$ cat src/rtl/gcm_pkg.sv
// Shared GCM types, the GF(2^128) reduction constant, the GHASH controller states
// and the byte-mask helper used for partial blocks.
package gcm_pkg;

    localparam int GCM_BLK_W = 128;

    // Bit 0 is the leftmost bit of the block and the x^0 coefficient.
    typedef logic [0:GCM_BLK_W-1] gcm_blk_t;

    localparam gcm_blk_t GCM_R = {8'he1, 120'h0};

    typedef enum logic [2:0] {
        ST_IDLE,
        ST_ACCEPT,
        ST_MUL,
        ST_LEN_MUL,
        ST_DONE
    } gcm_state_e;

    // Keeps the first nbytes bytes of a left-aligned block.
    function automatic gcm_blk_t byte_mask(input logic [4:0] nbytes);
        gcm_blk_t m;
        m = '0;
        for (int i = 0; i < 16; i++) begin
            if (5'(i) < nbytes) m[i*8 +: 8] = 8'hff;
        end
        return m;
    endfunction

endpackage

$ cat src/rtl/gf128_mul_iter.sv
// Iterative GF(2^128) multiplier: Horner evaluation of X over H, consuming
// MUL_BITS coefficients of X per cycle, highest degree first.
module gf128_mul_iter
    import gcm_pkg::*;
#(
    parameter int MUL_BITS = 8
) (
    input  logic     clk,
    input  logic     i_rst_n,
    input  logic     i_load,
    input  gcm_blk_t i_x,
    input  gcm_blk_t i_h,
    output gcm_blk_t o_y,
    output logic     o_done
);

    localparam int N     = GCM_BLK_W / MUL_BITS;
    localparam int CNT_W = $clog2(N + 1);

    gcm_blk_t         z_q;
    gcm_blk_t         x_q;
    logic [CNT_W-1:0] cnt_q;
    logic             busy_q;
    logic             done_q;

    function automatic gcm_blk_t mul_alpha(input gcm_blk_t v);
        return (v >> 1) ^ (v[127] ? GCM_R : '0);
    endfunction

    function automatic gcm_blk_t horner(input gcm_blk_t z, input gcm_blk_t x,
                                        input gcm_blk_t h, input logic [CNT_W-1:0] chunk);
        gcm_blk_t   acc;
        logic [6:0] idx;
        acc = z;
        for (int j = 0; j < MUL_BITS; j++) begin
            idx = 7'(127 - int'(chunk) * MUL_BITS - j);
            acc = mul_alpha(acc) ^ (x[idx] ? h : '0);
        end
        return acc;
    endfunction

    // The first chunk is folded into the load cycle so the result lands N cycles later.
    always_ff @(posedge clk) begin
        if (!i_rst_n) begin
            z_q    <= '0;
            x_q    <= '0;
            cnt_q  <= '0;
            busy_q <= 1'b0;
            done_q <= 1'b0;
        end else begin
            done_q <= 1'b0;
            if (i_load) begin
                z_q    <= horner('0, i_x, i_h, '0);
                x_q    <= i_x;
                cnt_q  <= CNT_W'(1);
                busy_q <= (N > 1);
                done_q <= (N == 1);
            end else if (busy_q) begin
                z_q   <= horner(z_q, x_q, i_h, cnt_q);
                cnt_q <= cnt_q + CNT_W'(1);
                if (cnt_q == CNT_W'(N - 1)) begin
                    busy_q <= 1'b0;
                    done_q <= 1'b1;
                end
            end
        end
    end

    assign o_y    = z_q;
    assign o_done = done_q;

endmodule

$ cat src/rtl/gcm_ghash_stream.sv
// Streaming GHASH: absorbs AAD then ciphertext blocks, masks partial blocks and
// appends the bit-length block before presenting S = GHASH_H(A, C).
module gcm_ghash_stream
    import gcm_pkg::*;
#(
    parameter int MUL_BITS = 8,
    parameter int LEN_W    = 64
) (
    input  logic         clk,
    input  logic         i_rst_n,
    input  logic         i_start,
    input  logic [127:0] i_hash_key,
    input  logic         i_blk_valid,
    output logic         o_blk_ready,
    input  logic [127:0] i_blk_data,
    input  logic [4:0]   i_blk_bytes,
    input  logic         i_blk_is_aad,
    input  logic         i_blk_last,
    input  logic         i_finish,
    output logic [127:0] o_hash,
    output logic         o_hash_valid,
    output logic         o_busy,
    output logic         o_err
);

    gcm_state_e       state_q, state_d;
    gcm_blk_t         h_q, y_q, hash_q;
    gcm_blk_t         mul_x, mul_y, len_blk, blk_masked;
    logic [LEN_W-1:0] aad_len_q, ct_len_q, blk_bits;
    logic [4:0]       eff_bytes;
    logic             err_q, seen_ct_q, part_aad_q, part_ct_q, last_q, hash_vld_q;
    logic             mul_load, mul_done, bytes_bad, partial, xfer, drop;

    assign bytes_bad  = (i_blk_bytes == 5'd0) || (i_blk_bytes > 5'd16);
    assign eff_bytes  = bytes_bad ? 5'd16 : i_blk_bytes;
    assign partial    = (eff_bytes != 5'd16);
    assign blk_masked = i_blk_data & byte_mask(eff_bytes);
    assign blk_bits   = LEN_W'({eff_bytes, 3'b000});
    assign len_blk    = {64'(aad_len_q), 64'(ct_len_q)};
    assign xfer       = (state_q == ST_ACCEPT) && i_blk_valid;
    // AAD arriving after ciphertext is consumed but never hashed.
    assign drop       = i_blk_is_aad && seen_ct_q;

    gf128_mul_iter #(.MUL_BITS(MUL_BITS)) u_mul (
        .clk     (clk),
        .i_rst_n (i_rst_n),
        .i_load  (mul_load),
        .i_x     (mul_x),
        .i_h     (h_q),
        .o_y     (mul_y),
        .o_done  (mul_done)
    );

    always_ff @(posedge clk) begin
        if (!i_rst_n) state_q <= ST_IDLE;
        else          state_q <= state_d;
    end

    always_comb begin
        state_d  = state_q;
        mul_load = 1'b0;
        mul_x    = y_q ^ blk_masked;
        unique case (state_q)
            ST_ACCEPT: begin
                if (i_blk_valid) begin
                    if (!drop) begin
                        state_d  = ST_MUL;
                        mul_load = 1'b1;
                    end else if (i_blk_last) begin
                        state_d  = ST_LEN_MUL;
                        mul_load = 1'b1;
                        mul_x    = y_q ^ len_blk;
                    end
                end else if (i_finish) begin
                    state_d  = ST_LEN_MUL;
                    mul_load = 1'b1;
                    mul_x    = y_q ^ len_blk;
                end
            end
            ST_MUL: begin
                if (mul_done) begin
                    if (last_q) begin
                        state_d  = ST_LEN_MUL;
                        mul_load = 1'b1;
                        mul_x    = mul_y ^ len_blk;
                    end else begin
                        state_d = ST_ACCEPT;
                    end
                end
            end
            ST_LEN_MUL: if (mul_done) state_d = ST_DONE;
            default: ;
        endcase
        if (i_start) begin
            state_d  = ST_ACCEPT;
            mul_load = 1'b0;
        end
    end

    always_ff @(posedge clk) begin
        if (!i_rst_n) begin
            h_q        <= '0;
            y_q        <= '0;
            hash_q     <= '0;
            aad_len_q  <= '0;
            ct_len_q   <= '0;
            err_q      <= 1'b0;
            seen_ct_q  <= 1'b0;
            part_aad_q <= 1'b0;
            part_ct_q  <= 1'b0;
            last_q     <= 1'b0;
            hash_vld_q <= 1'b0;
        end else if (i_start) begin
            h_q        <= i_hash_key;
            y_q        <= '0;
            hash_q     <= '0;
            aad_len_q  <= '0;
            ct_len_q   <= '0;
            err_q      <= 1'b0;
            seen_ct_q  <= 1'b0;
            part_aad_q <= 1'b0;
            part_ct_q  <= 1'b0;
            last_q     <= 1'b0;
            hash_vld_q <= 1'b0;
        end else begin
            if (xfer) begin
                if (bytes_bad || drop) err_q <= 1'b1;
                if (!drop) begin
                    last_q <= i_blk_last;
                    if (i_blk_is_aad) begin
                        if (part_aad_q) err_q <= 1'b1;
                        part_aad_q <= part_aad_q | partial;
                        aad_len_q  <= aad_len_q + blk_bits;
                    end else begin
                        if (part_ct_q) err_q <= 1'b1;
                        part_ct_q <= part_ct_q | partial;
                        seen_ct_q <= 1'b1;
                        ct_len_q  <= ct_len_q + blk_bits;
                    end
                end
            end
            if (mul_done && (state_q == ST_MUL)) y_q <= mul_y;
            if (mul_done && (state_q == ST_LEN_MUL)) begin
                y_q        <= mul_y;
                hash_q     <= mul_y;
                hash_vld_q <= 1'b1;
            end
        end
    end

    assign o_blk_ready  = (state_q == ST_ACCEPT);
    assign o_busy       = (state_q == ST_MUL) || (state_q == ST_LEN_MUL);
    assign o_hash       = hash_q;
    assign o_hash_valid = hash_vld_q;
    assign o_err        = err_q;

endmodule

$ cat config.mk
export PLATFORM = sky130hd
export DESIGN_NAME = gcm_ghash_stream
export DESIGN_NICKNAME = d
export VERILOG_FILES = /design/src/rtl/gcm_pkg.sv /design/src/rtl/gf128_mul_iter.sv /design/src/rtl/gcm_ghash_stream.sv
export SDC_FILE = /design/constraint.sdc
export NUM_CORES = 2
export LEC_CHECK = 0
export ABC_CLOCK_PERIOD_IN_PS = 10700
export BUFFER_PORTS_ARGS = -buffer_cell sky130_fd_sc_hd__buf_2
export CAP_MARGIN = 15
export CORE_ASPECT_RATIO = 2
export CORE_UTILIZATION = 40
export DETAILED_ROUTE_END_ITERATION = 10
export PLACE_DENSITY = 0.62
export SETUP_SLACK_MARGIN = 0.3
export SLEW_MARGIN = 20
export SYNTH_ARGS = -nofsm -noshare
export SYNTH_HDL_FRONTEND = slang
export SYNTH_SLANG_ARGS = --single-unit
$ cat constraint.sdc
create_clock -name clk -period 10.7 [get_ports clk]
set_clock_uncertainty 0.05 [all_clocks]
set_input_delay 2.14 -clock clk [delete_from_list [all_inputs] [get_ports clk]]
set_output_delay 2.14 -clock clk [all_outputs]
set_load 0.02 [all_outputs]
=== Yosys cells after proc, flatten, opt, wreduce, memory -nomap -nowiden ===
Index checks and enable logic that the tools add are counted.

* Bits in registers: 784
* Latch bits: 0
* Bits in writable memories: 0
* Memory bits (read-only): 0
* Input port bits: 268
* Output and inout bits: 132
* Word-level logic and storage cells: 247
* Memories kept: 0

* Add/sub/neg operators: 11
* $mul: 0
* Divide/modulo/power cells: 0
* Magnitude comparators: 25
* Equality and inequality tests: 13
* Shift-type cells: 0
* Mux-type cells: 111
* Bitwise logic cells: 48
* Reduce and logical (&&, ||, !) cells: 20

{| class="wikitable"
|+ Operator list
! cell !! number
|-
| $mux W128 || 41
|-
| $xor A128 B128 Y128 || 18
|-
| $xor A127 B128 Y128 || 15
|-
| $pmux W128 S2 || 1
|-
| $add A64 B8 Y64 || 2
|-
| $and A128 B128 Y128 || 1
|-
| $mux W8 || 16
|-
| $ge A8 B8 Y1 const B || 8
|-
| $not A7 Y8 || 8
|-
| $bmux W1 S7 || 8
|-
| $lt A4 B5 Y1 const A || 8
|-
| $mux W1 || 35
|-
| $sub A7 B4 Y7 const B || 4
|-
| $lt A3 B5 Y1 const A || 4
|-
| $mux W3 || 6
|-
| $sub A7 B3 Y7 const B || 2
|-
| $lt A1 B5 Y1 const A || 2
|-
| $lt A2 B5 Y1 const A || 2
|-
| $ne A5 B5 Y1 const B || 2
|-
| $reduce_and A5 Y1 || 2
|-
| $ne A3 B2 Y1 const B || 3
|-
| $pmux W3 S3 || 1
|-
| $sub A7 B2 Y7 const B || 1
|-
| $sub A7 B7 Y7 const A || 1
|-
| 23 further kinds || 37
|}

=== Depth between registers and ports, before layout ===
* Depth in word-level cells: 34
* Depth in mapped cells: 16
* Mapped depth without buffers: 16

=== By module ===
Synthesis repeated with hierarchy kept, for this count alone.

* Cell total of the unflattened synthesis: 8,666
* Area, all modules: 64,576.9 um^2

{| class="wikitable"
|+ Modules (own cells, without submodules)
! module !! times used !! cells each !! area each (um^2) !! sequential area each (um^2)
|-
| gf128_mul_iter || 1 || 5,378 || 38,185.4 || 5,265.0
|-
| gcm_ghash_stream || 1 || 3,288 || 26,391.6 || 10,309.9
|}

=== Worst setup path before layout ===
OpenSTA, ideal clock, no wires.

* Kind: input to register
* Start point: input port i_blk_bytes[0]
* End point: register aad_len_q[47]
* Library setup time: 0.128 ns
* Arrival time: 5.733 ns
* Data required time: 10.522 ns
* Path slack: 4.789 ns
* Stages on the path: 16
* Buffers on the path: 0
* Cells stage by stage: or4_1 -> ha_1 -> nor2b_1 -> ha_1 -> inv_1 -> fa_1 -> nor2b_1 -> o21ai_0 -> a21boi_0 -> o21ai_1 -> nor4_2 -> nand2b_1 -> nor3_1 -> nand4_1 -> xor2_1 -> nor2_1

* Word-level cells in the longest chain between the ends: 4
* Elaborated cells between the ends (all ways): 5
* Those cells by class: add/sub (1); order compare (1); mux (1); reduce/logical (2)

{| class="wikitable"
|+ Ends and longest elaborated chain
! item !! RTL line !! text
|-
| start, declared || gcm_ghash_stream.sv:16 || <nowiki>input logic [4:0] i_blk_bytes,</nowiki>
|-
| $gt A5 B5 Y1 or $logic_not A5 Y1 (tied branches) || gcm_ghash_stream.sv:34 || <nowiki>assign bytes_bad = (i_blk_bytes == 5'd0) || (i_blk_bytes > 5'd16);</nowiki>
|-
| $logic_or A1 B1 Y1 || gcm_ghash_stream.sv:34 ||
|-
| $mux W5 (*) || gcm_ghash_stream.sv:35 || <nowiki>assign eff_bytes = bytes_bad ? 5'd16 : i_blk_bytes;</nowiki>
|-
| $add A64 B8 Y64 (*) || gcm_ghash_stream.sv:133 || <nowiki>aad_len_q <= aad_len_q + blk_bits;</nowiki>
|-
| end signal, assigned || gcm_ghash_stream.sv:133 ||
|-
| end, declared || gcm_ghash_stream.sv:29 || <nowiki>logic [LEN_W-1:0] aad_len_q, ct_len_q, blk_bits;</nowiki>
|}

Mark *: on every way between the ends. The rest lies on a longest branch, timed or not.
A chain may end at the register's enable or synchronous reset.

=== Final worst setup path ===
* Start point: input port i_blk_bytes[0]
* End point: register u_mul.z_q[6], in the netlist u_mul.o_y[6]

* Word-level cells in the longest chain between the ends: 27
* Elaborated cells between the ends (all ways): 38
* Those cells by class: order compare (2); mux (18); bitwise (16); reduce/logical (2)

{| class="wikitable"
|+ Ends and longest elaborated chain
! item !! RTL line !! text
|-
| $gt A5 B5 Y1 or $logic_not A5 Y1 (tied branches) || gcm_ghash_stream.sv:34 ||
|-
| $logic_or A1 B1 Y1 || gcm_ghash_stream.sv:34 ||
|-
| $mux W5 (*) || gcm_ghash_stream.sv:35 ||
|-
| $lt A4 B5 Y1 (*) || gcm_pkg.sv:25 || <nowiki>if (5'(i) < nbytes) m[i*8 +: 8] = 8'hff;</nowiki>
|-
| $mux W8 (*) || gcm_pkg.sv:25 ||
|-
| $and A128 B128 Y128 (*) || gcm_ghash_stream.sv:37 || <nowiki>assign blk_masked = i_blk_data & byte_mask(eff_bytes);</nowiki>
|-
| $xor A128 B128 Y128 (*) || gcm_ghash_stream.sv:62 || <nowiki>mul_x = y_q ^ blk_masked;</nowiki>
|-
| $mux W128 || gcm_ghash_stream.sv:69 || <nowiki>end else if (i_blk_last) begin</nowiki>
|-
| [... 11 more ...] || -- ||
|-
| $xor A128 B128 Y128 || gf128_mul_iter.sv:37 || <nowiki>acc = mul_alpha(acc) ^ (x[idx] ? h : '0);</nowiki>
|-
| $xor A127 B128 Y128 || gf128_mul_iter.sv:27 || <nowiki>return (v >> 1) ^ (v[127] ? GCM_R : '0);</nowiki>
|-
| $xor A128 B128 Y128 || gf128_mul_iter.sv:37 ||
|-
| $xor A127 B128 Y128 || gf128_mul_iter.sv:27 ||
|-
| $xor A128 B128 Y128 || gf128_mul_iter.sv:37 ||
|-
| $xor A127 B128 Y128 || gf128_mul_iter.sv:27 ||
|-
| $xor A128 B128 Y128 (*) || gf128_mul_iter.sv:37 ||
|-
| $mux W128 (*) || gf128_mul_iter.sv:52 || <nowiki>if (i_load) begin</nowiki>
|-
| end signal, assigned || gf128_mul_iter.sv:53 || <nowiki>z_q <= horner('0, i_x, i_h, '0);</nowiki>
|-
| end signal, assigned || gf128_mul_iter.sv:59 || <nowiki>z_q <= horner(z_q, x_q, i_h, cnt_q);</nowiki>
|-
| end, declared || gf128_mul_iter.sv:20 || <nowiki>gcm_blk_t z_q;</nowiki>
|}

Marks and branches as above.

==> results.md <==
- Finished Cell Area: about 0.068 sq mm
- Initial DRC count: ~5700
- H-tree levels: 3
- Die height: 566 um
- Final hold violation count: 0
- Critical Path RT: ~11000 ps
- Fmax: about 0.16 GHz
- Post-route DRC violation count: 0
- Post-CTS Resized: 0
- Predominant post-synthesis flop cell: dfxtp_1
- Hold Worst Slack: ~400 ps
- Setup TNS: 0 ps
- Most frequent cells in the layout: nand2_1 (2598), xnor2_1 (1512), dfxtp_1 (776)
- Net Sw Frac: 33.1%
- Sequential area share after synthesis: between 20% and 30%
- Worst setup path category: primary input to flip-flop
- Ports: 400
- Mapped Area: 0.0635 sq mm
- Sw power: 2650 uW
- Sink Count: between 700 and 800
- CTS hold repair buffers: 0
- Post-layout util: 43.5%
- Critical path fanouts, max: 72
- Most common cell after layout, fill and taps aside: nand2_1
- Core area: 0.157 sq mm
- Via count: between 60000 and 70000
- Critical-path cell list: buf_2 -> or4_1 -> ha_1 -> inv_1 -> nand2_1 -> nor4_1 -> or3_4 -> buf_4 -> nand2_1 -> xnor2_1 -> xnor2_1 -> xnor2_1 -> nor2_1 -> a211oi_1
- Die W: 284 um
- Setup crit start: i_blk_bytes[0]
- Total of max-cap violations: 0
- First-pass GRT wire length: around 360000 um
- Initial antenna violation count: 15
- Clock Pin Slew Worst Setup and Hold Paths: approximately 70 ps
- Slew Viols, Final: 0
- Cell Pwr Density: 117 mW/mm^2
- Dpl cell area: 0.0657 sq mm
- First-pass DRT Iterations: 6
- DR WL/cell: 23.1 um
- Vias in the first global route: 57336
- Min-delay src: o_hash[99]
- Post-CTS Setup Bufs: 0
- Comb power frac: ~20%
- Row Count: 206
- Worst-margin pin slew: 1240 ps
- Worst skew pair latency: 700 ps
- Crit-path max cell delay: 950 ps
- RSZ-0062 raised after global routing: false
- Gr usage total: between 20 and 30%
- GP Congestion: between 0.9 and 1
- CTS tree: yes
- Pleak: 0.0228 uW
- Cell family with most CP delay: simple AND/OR/NAND/NOR gates
- Final setup fails: 0
- Clock share of power: 38.4%
- Flops & latches, synth: 778
- Final wirelength: 243000 um
- Syn-to-layout area delta: 7.76%
- CP dominant cell by count: xnor2_1
- Max_slew headroom: roughly 17%
- Minimum clock period: 6390 ps
- Status: completed
- Distinct cells, synth: between 80 and 90
- EDFF count, synth: 0
- CTS Buffer Depth: 3
- Critical R2R Launch: u_mul.cnt_q[1]
- Int Pwr: approximately 5400 uW
- Nets@finish: 8654
- Initial core utilization: 40.3%
- Yosys warns: 0
- Max VDD drop: 116 uV
- Port bufs: 399
- Post-DP HPWL: 155000 um
- Mean Syn Cell Area: 7.38 sq um
- Syn Nets: between 8000 and 9000
- Largest net degree at the start of global routing: 203
- Crit end category: flip-flop
- Post-route clock period utilization: approximately three fifths
- Share of cells above drive strength 1: 8.13%
- Startpoint Class: primary input
- Register share of total power: 41.5%
- CTS root buf: clkbuf_16
- Avg Vias per Cell: 5.70
- Ys async rst share: 0%
- Global route overflow: 0
- Worst min path class: flip-flop to flip-flop
- Worst path bufs/invs: 3
- Die footprint: 0.161 sq mm
- Num CTS Buffers: 80
- Slowest cell on the critical path: buf_4
- Antenna Violating Nets Remaining: 0
- Post-Syn Instances: 8605
- Arr. time, crit path: between 6000 and 7000 ps
-- power by group through the flow --
stage | Combinational [uW] | Sequential, uW | Clock [uW]
floorplan | 1320 | 3110 | 0
global placement | 1570 | 3370 | 0
detailed placement | 1590 | 3370 | 0
CTS | 1600 | 3310 | 3140
global route | 1720 | 3330 | 3220
finish | 1610 | 3320 | 3080
-- area by class of cell --
| class | count | area (sq um) |
|---|---|---|
| Antenna cell | 10 | 25.0 |
| Clock inverter | 40 | 487 |
| Multi-Input combinational cell | 6996 | 44700 |
| Timing Repair Buffer | 488 | 2740 |
| Fill cell | 15970 | 89000 |
| Sequential cell | 778 | 15600 |
| Clock buffer | 107 | 2240 |
| Inverter | 27 | 109 |
| Tap cell | 2080 | 2600 |
-- per-stage QoR --
step | setup WS, ps | instances | power [uW]
global route | 4060 | 10519 | 8270
floorplan | 4790 | 8605 | 4430
finish | 4310 | 10526 | 8010
global placement | 3850 | 10369 | 4940
detailed placement | 3660 | 10369 | 4970
CTS | 4390 | 10516 | 8040
-- sequential cells by signal (all words and copies together), names as in the netlist --
name          cells
h_q             128
o_hash          128
u_mul.o_y       128
u_mul.x_q       128
y_q             128
aad_len_q        61
ct_len_q         61
u_mul.cnt_q       5
state_q           3
last_q            1
o_err             1
o_hash_valid      1
part_aad_q        1
part_ct_q         1
seen_ct_q         1
u_mul.busy_q      1
u_mul.o_done      1
-- cells in the mapped netlist (all sizes together) (12+ instances only) --
cell / number / share of area (%)
nand2: 2603 / 15
xnor2: 1514 / 21
dfxtp: 778 / 25
nor2: 568 / 3.4
clkbuf: 544 / 3.3
xor2: 444 / 6.1
a21oi: 337 / 2.7
mux2i: 282 / 4.4
buf: 260 / 2.0
a211oi: 151 / 1.8
nor3: 128 / 1.0
xnor3: 102 / 3.6
o221ai: 84 / 1.2
a221oi: 78 / 1.1
a221o: 77 / 1.2
o22ai: 76 / 0.75
a22oi: 59 / 0.70
a21boi: 58 / 0.69
and2: 57 / 0.56
nand3: 57 / 0.46
and3: 53 / 0.52
o21ai: 50 / 0.39
nor2b: 39 / 0.38
inv: 26 / 0.15
or3: 23 / 0.23
mux4: 20 / 0.71
nand4: 18 / 0.19
ha: 13 / 0.26
nand2b: 12 / 0.12
-- worst register-to-register path, stage by stage, from the launching register on --
cell,delay [ps]
dfxtp_1,760
buf_4,440
mux2i_1,160
a22oi_1,490
and3_1,560
or2_4,910
buf_4,810
nand2_1,260
xor2_1,200
xnor2_1,380
xnor2_1,170
mux2i_1,90
a211oi_1,260
-- path summary, 6_finish.rpt --
check                                endpoint  slack [ps]  cells after the start
worst max-delay path             u_mul.o_y[6]        4310                     14
worst min-delay path               o_hash[99]         400                      2
worst max register to register  u_mul.o_y[75]        5100                     12
worst min register to register     o_hash[99]         400                      2
-- routing by layer --
| metal | vias up | wire (um) | global-route usage [%] |
|---|---|---|---|
| li1 | 27418 | - | - |
| met1 | 29042 | 95200 | 35.3 |
| met2 | 2873 | 113000 | 48.1 |
| met3 | 666 | 19200 | 4.55 |
| met4 | 16 | 15300 | 17.6 |
| met5 | - | 103 | 0 |
-- cell families after synthesis --
group	after synthesis	synth area share, %
XOR/XNOR	2061	30.7
multiplexers	303	5.17
AO/OA/AOI/OAI	1022	11.1
buffers and inverters	831	5.48
flip-flops	778	24.5
adder cells (fa/ha/maj)	15	0.319
AND/OR/NAND/NOR	3595	22.7
Note: power is estimated with default switching activity, not from simulation.
